`src/rtl/mips_mem_pkg.sv`:
```
// Shared types and widths for the multi-cycle MIPS data-memory controller.
package mips_mem_pkg;

    typedef enum logic [1:0] {IDLE, WAIT, DONE} dmem_state_t;

    localparam int WORD_W = 32;
    localparam int CNT_W  = 4;

endpackage

```
`src/rtl/dmem_array.sv`:
```
// Word-addressed data storage: synchronous write port, combinational read port.
// Contents are deliberately not reset.
module dmem_array
    import mips_mem_pkg::*;
#(
    parameter int DEPTH = 64,
    parameter int IDX_W = $clog2(DEPTH)
) (
    input  logic              clk,
    input  logic              we,
    input  logic [IDX_W-1:0]  idx,
    input  logic [WORD_W-1:0] wd,
    output logic [WORD_W-1:0] rd
);

    logic [WORD_W-1:0] mem [DEPTH];

    always_ff @(posedge clk) begin
        if (we) begin
            mem[idx] <= wd;
        end
    end

    assign rd = mem[idx];

endmodule

```
`src/rtl/data_mem_ctrl.sv`:
```
// Multi-cycle data-memory controller: stalls the core while a load/store waits
// LATENCY cycles on the array, then commits during a one-cycle DONE state.
module data_mem_ctrl
    import mips_mem_pkg::*;
#(
    parameter int DEPTH   = 64,
    parameter int LATENCY = 2
) (
    input  logic              clk,
    input  logic              reset,
    input  logic              MemRead,
    input  logic              MemWrite,
    input  logic [WORD_W-1:0] addr,
    input  logic [WORD_W-1:0] WriteData,
    output logic [WORD_W-1:0] ReadData,
    output logic              stall,
    output logic              misaligned
);

    localparam int IDX_W = $clog2(DEPTH);

    dmem_state_t       state_q;
    logic [CNT_W-1:0]  cnt_q;
    logic [IDX_W-1:0]  idx_q;
    logic [WORD_W-1:0] wdata_q;
    logic              isWrite_q;
    logic [WORD_W-1:0] readData_q;

    logic              anyOp;
    logic              req;
    logic              accessNow;
    logic              arrayWe;
    logic [WORD_W-1:0] arrayRd;
    logic [WORD_W-IDX_W-3:0] unusedAddrBits;

    // Upper address bits are dropped on purpose so addresses wrap modulo DEPTH*4.
    assign unusedAddrBits = addr[WORD_W-1:IDX_W+2];

    assign anyOp      = MemRead | MemWrite;
    assign misaligned = anyOp & (addr[1:0] != 2'b00);
    assign req        = anyOp & ~misaligned;
    assign stall      = ((state_q == IDLE) & req) | (state_q == WAIT);
    assign accessNow  = (state_q == WAIT) & (cnt_q == '0);
    assign arrayWe    = accessNow & isWrite_q;
    assign ReadData   = readData_q;

    dmem_array #(
        .DEPTH (DEPTH),
        .IDX_W (IDX_W)
    ) u_array (
        .clk (clk),
        .we  (arrayWe),
        .idx (idx_q),
        .wd  (wdata_q),
        .rd  (arrayRd)
    );

    // Inputs are captured only on IDLE->WAIT; a request still held in DONE
    // belongs to the committing instruction and must not restart.
    always_ff @(posedge clk or posedge reset) begin
        if (reset) begin
            state_q    <= IDLE;
            cnt_q      <= '0;
            idx_q      <= '0;
            wdata_q    <= '0;
            isWrite_q  <= 1'b0;
            readData_q <= '0;
        end else begin
            case (state_q)
                IDLE: begin
                    if (req) begin
                        state_q   <= WAIT;
                        cnt_q     <= CNT_W'(LATENCY - 1);
                        idx_q     <= addr[2 +: IDX_W];
                        wdata_q   <= WriteData;
                        isWrite_q <= MemWrite;
                    end
                end
                WAIT: begin
                    if (cnt_q == '0) begin
                        state_q <= DONE;
                        if (!isWrite_q) begin
                            readData_q <= arrayRd;
                        end
                    end else begin
                        cnt_q <= cnt_q - 1'b1;
                    end
                end
                DONE: begin
                    state_q <= IDLE;
                end
                default: begin
                    state_q <= IDLE;
                end
            endcase
        end
    end

endmodule

```
`config.mk`:
```
export PLATFORM = sky130hd
export DESIGN_NAME = data_mem_ctrl
export DESIGN_NICKNAME = d
export VERILOG_FILES = /design/src/rtl/mips_mem_pkg.sv /design/src/rtl/dmem_array.sv /design/src/rtl/data_mem_ctrl.sv
export SDC_FILE = /design/constraint.sdc
export NUM_CORES = 2
export LEC_CHECK = 0
export CAP_MARGIN = 10
export CELL_PAD_IN_SITES_DETAIL_PLACEMENT = 1
export CELL_PAD_IN_SITES_GLOBAL_PLACEMENT = 1
export CORE_MARGIN = 2
export CORE_UTILIZATION = 45
export DETAILED_ROUTE_END_ITERATION = 10
export PLACE_DENSITY_LB_ADDON = 0.1
export SLEW_MARGIN = 15
export SYNTH_ARGS = -nofsm -noshare
export SYNTH_HDL_FRONTEND = slang
export SYNTH_SLANG_ARGS = --single-unit
```
`constraint.sdc`:
```
create_clock -name clk -period 3.84 [get_ports clk]
set_clock_uncertainty 0.05 [all_clocks]
set_input_delay 0.768 -clock clk [delete_from_list [all_inputs] [get_ports clk]]
set_output_delay 0.768 -clock clk [all_outputs]
set_load 0.005 [all_outputs]
```
## After elaboration in Yosys (flattened, before gate mapping)

Memory sizes are Yosys's and may differ from the RTL's. A register that Yosys moved wholly into a read port is not among the register bits.
Index checks and enable logic that the tools add are counted.

- Memories: 1
- RAM bits: 2048
- Output and inout port bits: 34
- Flip-flop bits (word level): 45
- Logic and storage cells: 36

- Multiplexer cells: 8
- Bitwise gates (word level): 9
- Reductions and logical operators: 8
- Equal/unequal tests: 4
- Add/sub/neg operators: 1

Memories:

| name | depth | bits a word | rd ports | clocked after memory_dff | write ports | line | source |
|---|---|---|---|---|---|---|---|
| u_array.mem | 64 | 32 | 1 | 1 | 1 | dmem_array.sv:16 | `logic [WORD_W-1:0] mem [DEPTH];` |

Operator list:

| operator | number |
|---|---|
| $mux 4 | 2 |
| $pmux 4 s2 | 1 |
| $reduce_and 3->1 | 2 |
| $and 1x1->1 | 5 |
| $logic_not 4->1 | 1 |
| $mux 2 | 2 |
| $ne 2x2->1 const B | 2 |
| $pmux 2 s2 | 1 |
| $reduce_and 2->1 | 2 |
| $reduce_bool 2->1 | 2 |
| $sub 4x1->4 const B | 1 |
| $eq 2x1->1 const B | 1 |
| $logic_not 2->1 | 1 |
| $mux 1 | 2 |
| $ne 2x1->1 const B | 1 |
| $not 1->1 | 2 |
| $or 1x1->1 | 2 |

## Longest topological paths before layout

- Depth in word-level cells: 6
- Mapped depth: 11
- Depth with buffers taken out: 8

## Modules after synthesis

Synthesis repeated with hierarchy kept, for this count alone.

- Cells, all modules: 4393
- Area, all modules: 81272.9 µm²

By module, submodules not included:

| module | area each (µm²) | cells each | times used | seq. area each (µm²) |
|---|---|---|---|---|
| dmem_array | 78287.6 | 4207 | 1 | 61499.0 |
| data_mem_ctrl | 2985.4 | 186 | 1 | 1926.8 |

## Worst setup path before layout

No wires, ideal clock.

- Kind: register to register
- Start point: register idx_q[1]
- End point: memory u_array.mem[13][0], enable pin
- Data required time: 3.369 ns
- Clock period less this slack: 3.439 ns
- Library setup time: 0.421 ns
- Cell stages (with the launch flop): 9
- Buffers on the path: 4
- Arrival: 2.968 ns
- Setup slack: 0.401 ns
- Cells stage by stage: dfrtp_1 -> buf_2 -> buf_6 -> nand2b_1 -> buf_2 -> nor2_1 -> clkbuf_1 -> nand2_1 -> nor2_1

RTL lines:

| item | line | source |
|---|---|---|
| start, declared | data_mem_ctrl.sv:24 | `logic [IDX_W-1:0] idx_q;` |
| start signal, assigned | data_mem_ctrl.sv:74 | `idx_q <= addr[2 +: IDX_W];` |
| end, declared | dmem_array.sv:16 |  |

Straight into the memory's write port.

==> flow_metrics.env <==
export IMPL_status="finished clean"
export IMPL_portBuffers=77
export IMPL_ctsHoldBuffers=0
export IMPL_clock_root_buffer="clkbuf_16"
export IMPL_synth_ff_type="edfxtp_1"
export IMPL_critPathCaptureType="flop"
export IMPL_clk_latency_ns=0.86
export IMPL_max_freq_mhz=279
export IMPL_tns_ns=0
export IMPL_synth_area_um2=81000
export IMPL_multiInputGateArea_um2=16600
export IMPL_synth_area_top_cells="edfxtp_1, mux4_2, a221oi_1"
export IMPL_cpLargestDelayFamily="compound AO/OA/AOI/OAI gates"
export IMPL_fin_cells=7148
export IMPL_antenna_found_initial=26
export IMPL_synth_edf_count=2048
export IMPL_synth_nets=4239
export IMPL_grt_use_met1_pct=41.7
export IMPL_synth_top_area_share_pct=75.9
export IMPL_ys_seq_area_share_pct=78.3
export IMPL_synthArstFlopShare_pct=3.62
export IMPL_placed_area_um2=88000
export IMPL_p_leak_nw=30.4
export IMPL_grt_pass1_wl_um=377000
export IMPL_drv_slew=0
export IMPL_wire_per_inst_um=38.0
export IMPL_via_per_inst=6.41
export IMPL_cp_num_buf_inv=3
export IMPL_htree_num_levels=4
export IMPL_drt_first_pass_iters=6
export IMPL_cp_cell_sequence="buf_4 > nor2b_4 > buf_12 > a221oi_1 > nor2_1 > o21ai_0 > buf_4 > o211ai_1 > o32a_1"
export IMPL_avgSynthCellArea_um2=19.4
export IMPL_layout_nets=4672
export IMPL_use_met3_pct=5.17
export IMPL_cts_buffer_depth=3
export IMPL_cts_buffers=218
export IMPL_via_count=45829
export IMPL_fillCellCount=15763
export IMPL_hp_class="input port to async pin"
export IMPL_worst_slew_pin_slew_ns=1.28
export IMPL_cap_violations=0
export IMPL_num_io_pins=102
export IMPL_slowest_delay_ns=0.86
export IMPL_drive_gt1_share_pct=24.7
export IMPL_synth_largest_area_cell="edfxtp_1"
export IMPL_globalRoute_busiestLayer="met2"
export IMPL_cp_data_required_time_ns=4.53
export IMPL_post_cts_buffers=0
export IMPL_grt_start_max_net_pins=66
export IMPL_hold_violations=0
export IMPL_routabilityCongestion=0.836
export IMPL_finalCritPeriodShare_pct=93.4
export IMPL_grt_met2_usage_pct=46.5
export IMPL_path_common_cell="buf_4"
export IMPL_relSlewSlack_pct=14.5
export IMPL_synthCells=4169
export IMPL_syn2layout_area_growth_pct=17.3
export IMPL_post_cts_resized=0
export IMPL_drc=0
export IMPL_core_area_um2=179000
export IMPL_grt_total_usage_pct=29.5
export IMPL_powerDensity_nw_per_um2=811
export IMPL_final_area_um2=95000
export IMPL_crit_type="flop to flop"
export IMPL_p_total_w=0.0771
export IMPL_synth_ff_latch_count=2125
export IMPL_ant_nets=0
export IMPL_cp_arrival_ns=4.28
export IMPL_dpl_cell_count=6737
export IMPL_die_y_um=428
export IMPL_irDropWorstVdd_uv=513
export IMPL_hpwlAfterDp_um=168000
export IMPL_dieArea_um2=183000
export IMPL_num_rows=155
export IMPL_grt_overflow_total=0
export IMPL_die_w_um=428
export IMPL_ys_types=66
export IMPL_path_max_fanout=31
export IMPL_rsz0062_at_grt="no"
export IMPL_clkTransAtPathRegs_ns=0.06
export IMPL_setup_viol=0
export IMPL_crit_path_start_kind="flop"
export IMPL_fin_ws_ns=0.253
export IMPL_cts_sinks=2125
export IMPL_initialDrtViolationCount=6093
export IMPL_start_util_pct=45.4
export IMPL_cpMaxStageDelayCell="dfrtp_4"
export IMPL_drt_wl_total_um=272000
export IMPL_dpl_worst_slack_ns=0.272
export IMPL_min_period_ns=3.59
export IMPL_grt_pass1_vias=46179
export IMPL_yosys_warnings=0
export IMPL_cts_tree="done"
export IMPL_ff_latch_area_um2=63500
-- through the flow --
stage | hold slack (ns) | util [%]
final | 0.204 | 53.2
after global routing | 0.220 | 53.2
after CTS | 0.171 | 53.2
after detailed placement | 0.459 | 49.3
after global placement | 0.436 | 49.3
after floorplan | 0.411 | -
-- path summary, 6_finish.rpt --
kind                       depth (start not counted)                 start  slack [ns]                       end
setup / recovery                                   9  idx_q[1]$_DFFE_PP0P_        0.25  ReadData[12]$_DFFE_PP0P_
hold / removal                                     2                 reset        0.20   wdata_q[25]$_DFFE_PP0P_
setup reg to reg                                   9  idx_q[1]$_DFFE_PP0P_        0.25  ReadData[12]$_DFFE_PP0P_
hold reg to reg                                    1  cnt_q[0]$_DFFE_PP0P_        0.49      cnt_q[0]$_DFFE_PP0P_
max in group asynchronous                          3                 reset        2.77  ReadData[26]$_DFFE_PP0P_
min in group clk                                   2         WriteData[25]        0.47   wdata_q[25]$_DFFE_PP0P_
-- final cells by class --
cell class              instances  share of cell area (%)
diodes                          3                 0.00790
clock buffers                 281                    6.06
clock inverters               127                    1.29
inverters                       6                  0.0342
multi-input cells            1748                    17.4
flip-flops and latches       2125                    66.8
well taps                    2355                    3.10
repair buffers                503                    5.28
-- cells by family (layout without fill, tap and decap cells) --
kind of cell / after synthesis / in the layout / synth area share (%)
and+or+nand+nor: 370 / 370 / 1.97
adders and majority gates: 2 / 2 / 0.0309
buffers and inverters: 296 / 917 / 2.00
xor gates and xnor gates: 2 / 2 / 0.0216
other: 0 / 3 / 0
DFF: 2125 / 2125 / 78.3
muxes: 536 / 536 / 9.81
AOI/OAI and AO/OA: 838 / 838 / 7.87
-- metal layers --
layer / routed length, µm / up-vias
met5: 50 / -
met4: 9200 / 8
met3: 22500 / 421
met2: 128000 / 2197
met1: 112000 / 24825
li1: - / 18378
-- Yosys cell counts, types with 5 or more instances --
cell,count
mux4_2,193
o21ai_1,5
o21ai_0,86
edfxtp_1,2048
buf_4,26
a221o_1,15
a22o_1,22
o211ai_1,11
nor2_1,210
o22ai_1,95
o22a_1,18
a221oi_1,306
nand2b_1,5
nor2b_1,8
mux2i_1,209
buf_1,20
dfrtp_1,77
or2_2,5
a211oi_1,12
mux2_2,132
a21oi_1,62
clkbuf_1,90
o32a_1,18
a222oi_1,5
and2_1,7
a31oi_1,11
nand2_1,73
buf_2,119
o2111ai_1,14
buf_6,35
o221ai_1,9
nor3_1,10
a22oi_1,125
nand3_1,22
nand4_1,10
-- state kept, by name (all words and copies together), names as in the netlist --
signal	flops
u_array.mem	2048
ReadData	32
wdata_q	32
idx_q	6
cnt_q	4
state_q	2
isWrite_q	1
-- report_power, final --
part	switching (W)	total, W	leakage (nW)	internal, W
sequential	0.00325	0.0325	19.3	0.0293
combinational	0.0152	0.0237	7.74	0.00847
clock	0.00908	0.0208	3.40	0.0118
total	0.0276	0.0771	30.4	0.0495
-- placed cells by master, fill, tap and decap left out, types with 37 or more instances in the layout --
cell	n
edfxtp_1	2048
buf_4	342
a221oi_1	306
clkbuf_16	219
mux2i_1	209
mux4_2	193
nor2_1	141
mux2_2	132
a22oi_1	125
o22ai_1	95
o21ai_0	86
buf_12	84
clkdlybuf4s50_1	77
nand2_1	73
nor2_4	67
a21oi_1	62
clkbuf_1	57
clkinv_1	53
dfrtp_1	42
clkinv_2	37
No activity file was read; power rests on OpenSTA's default activity.
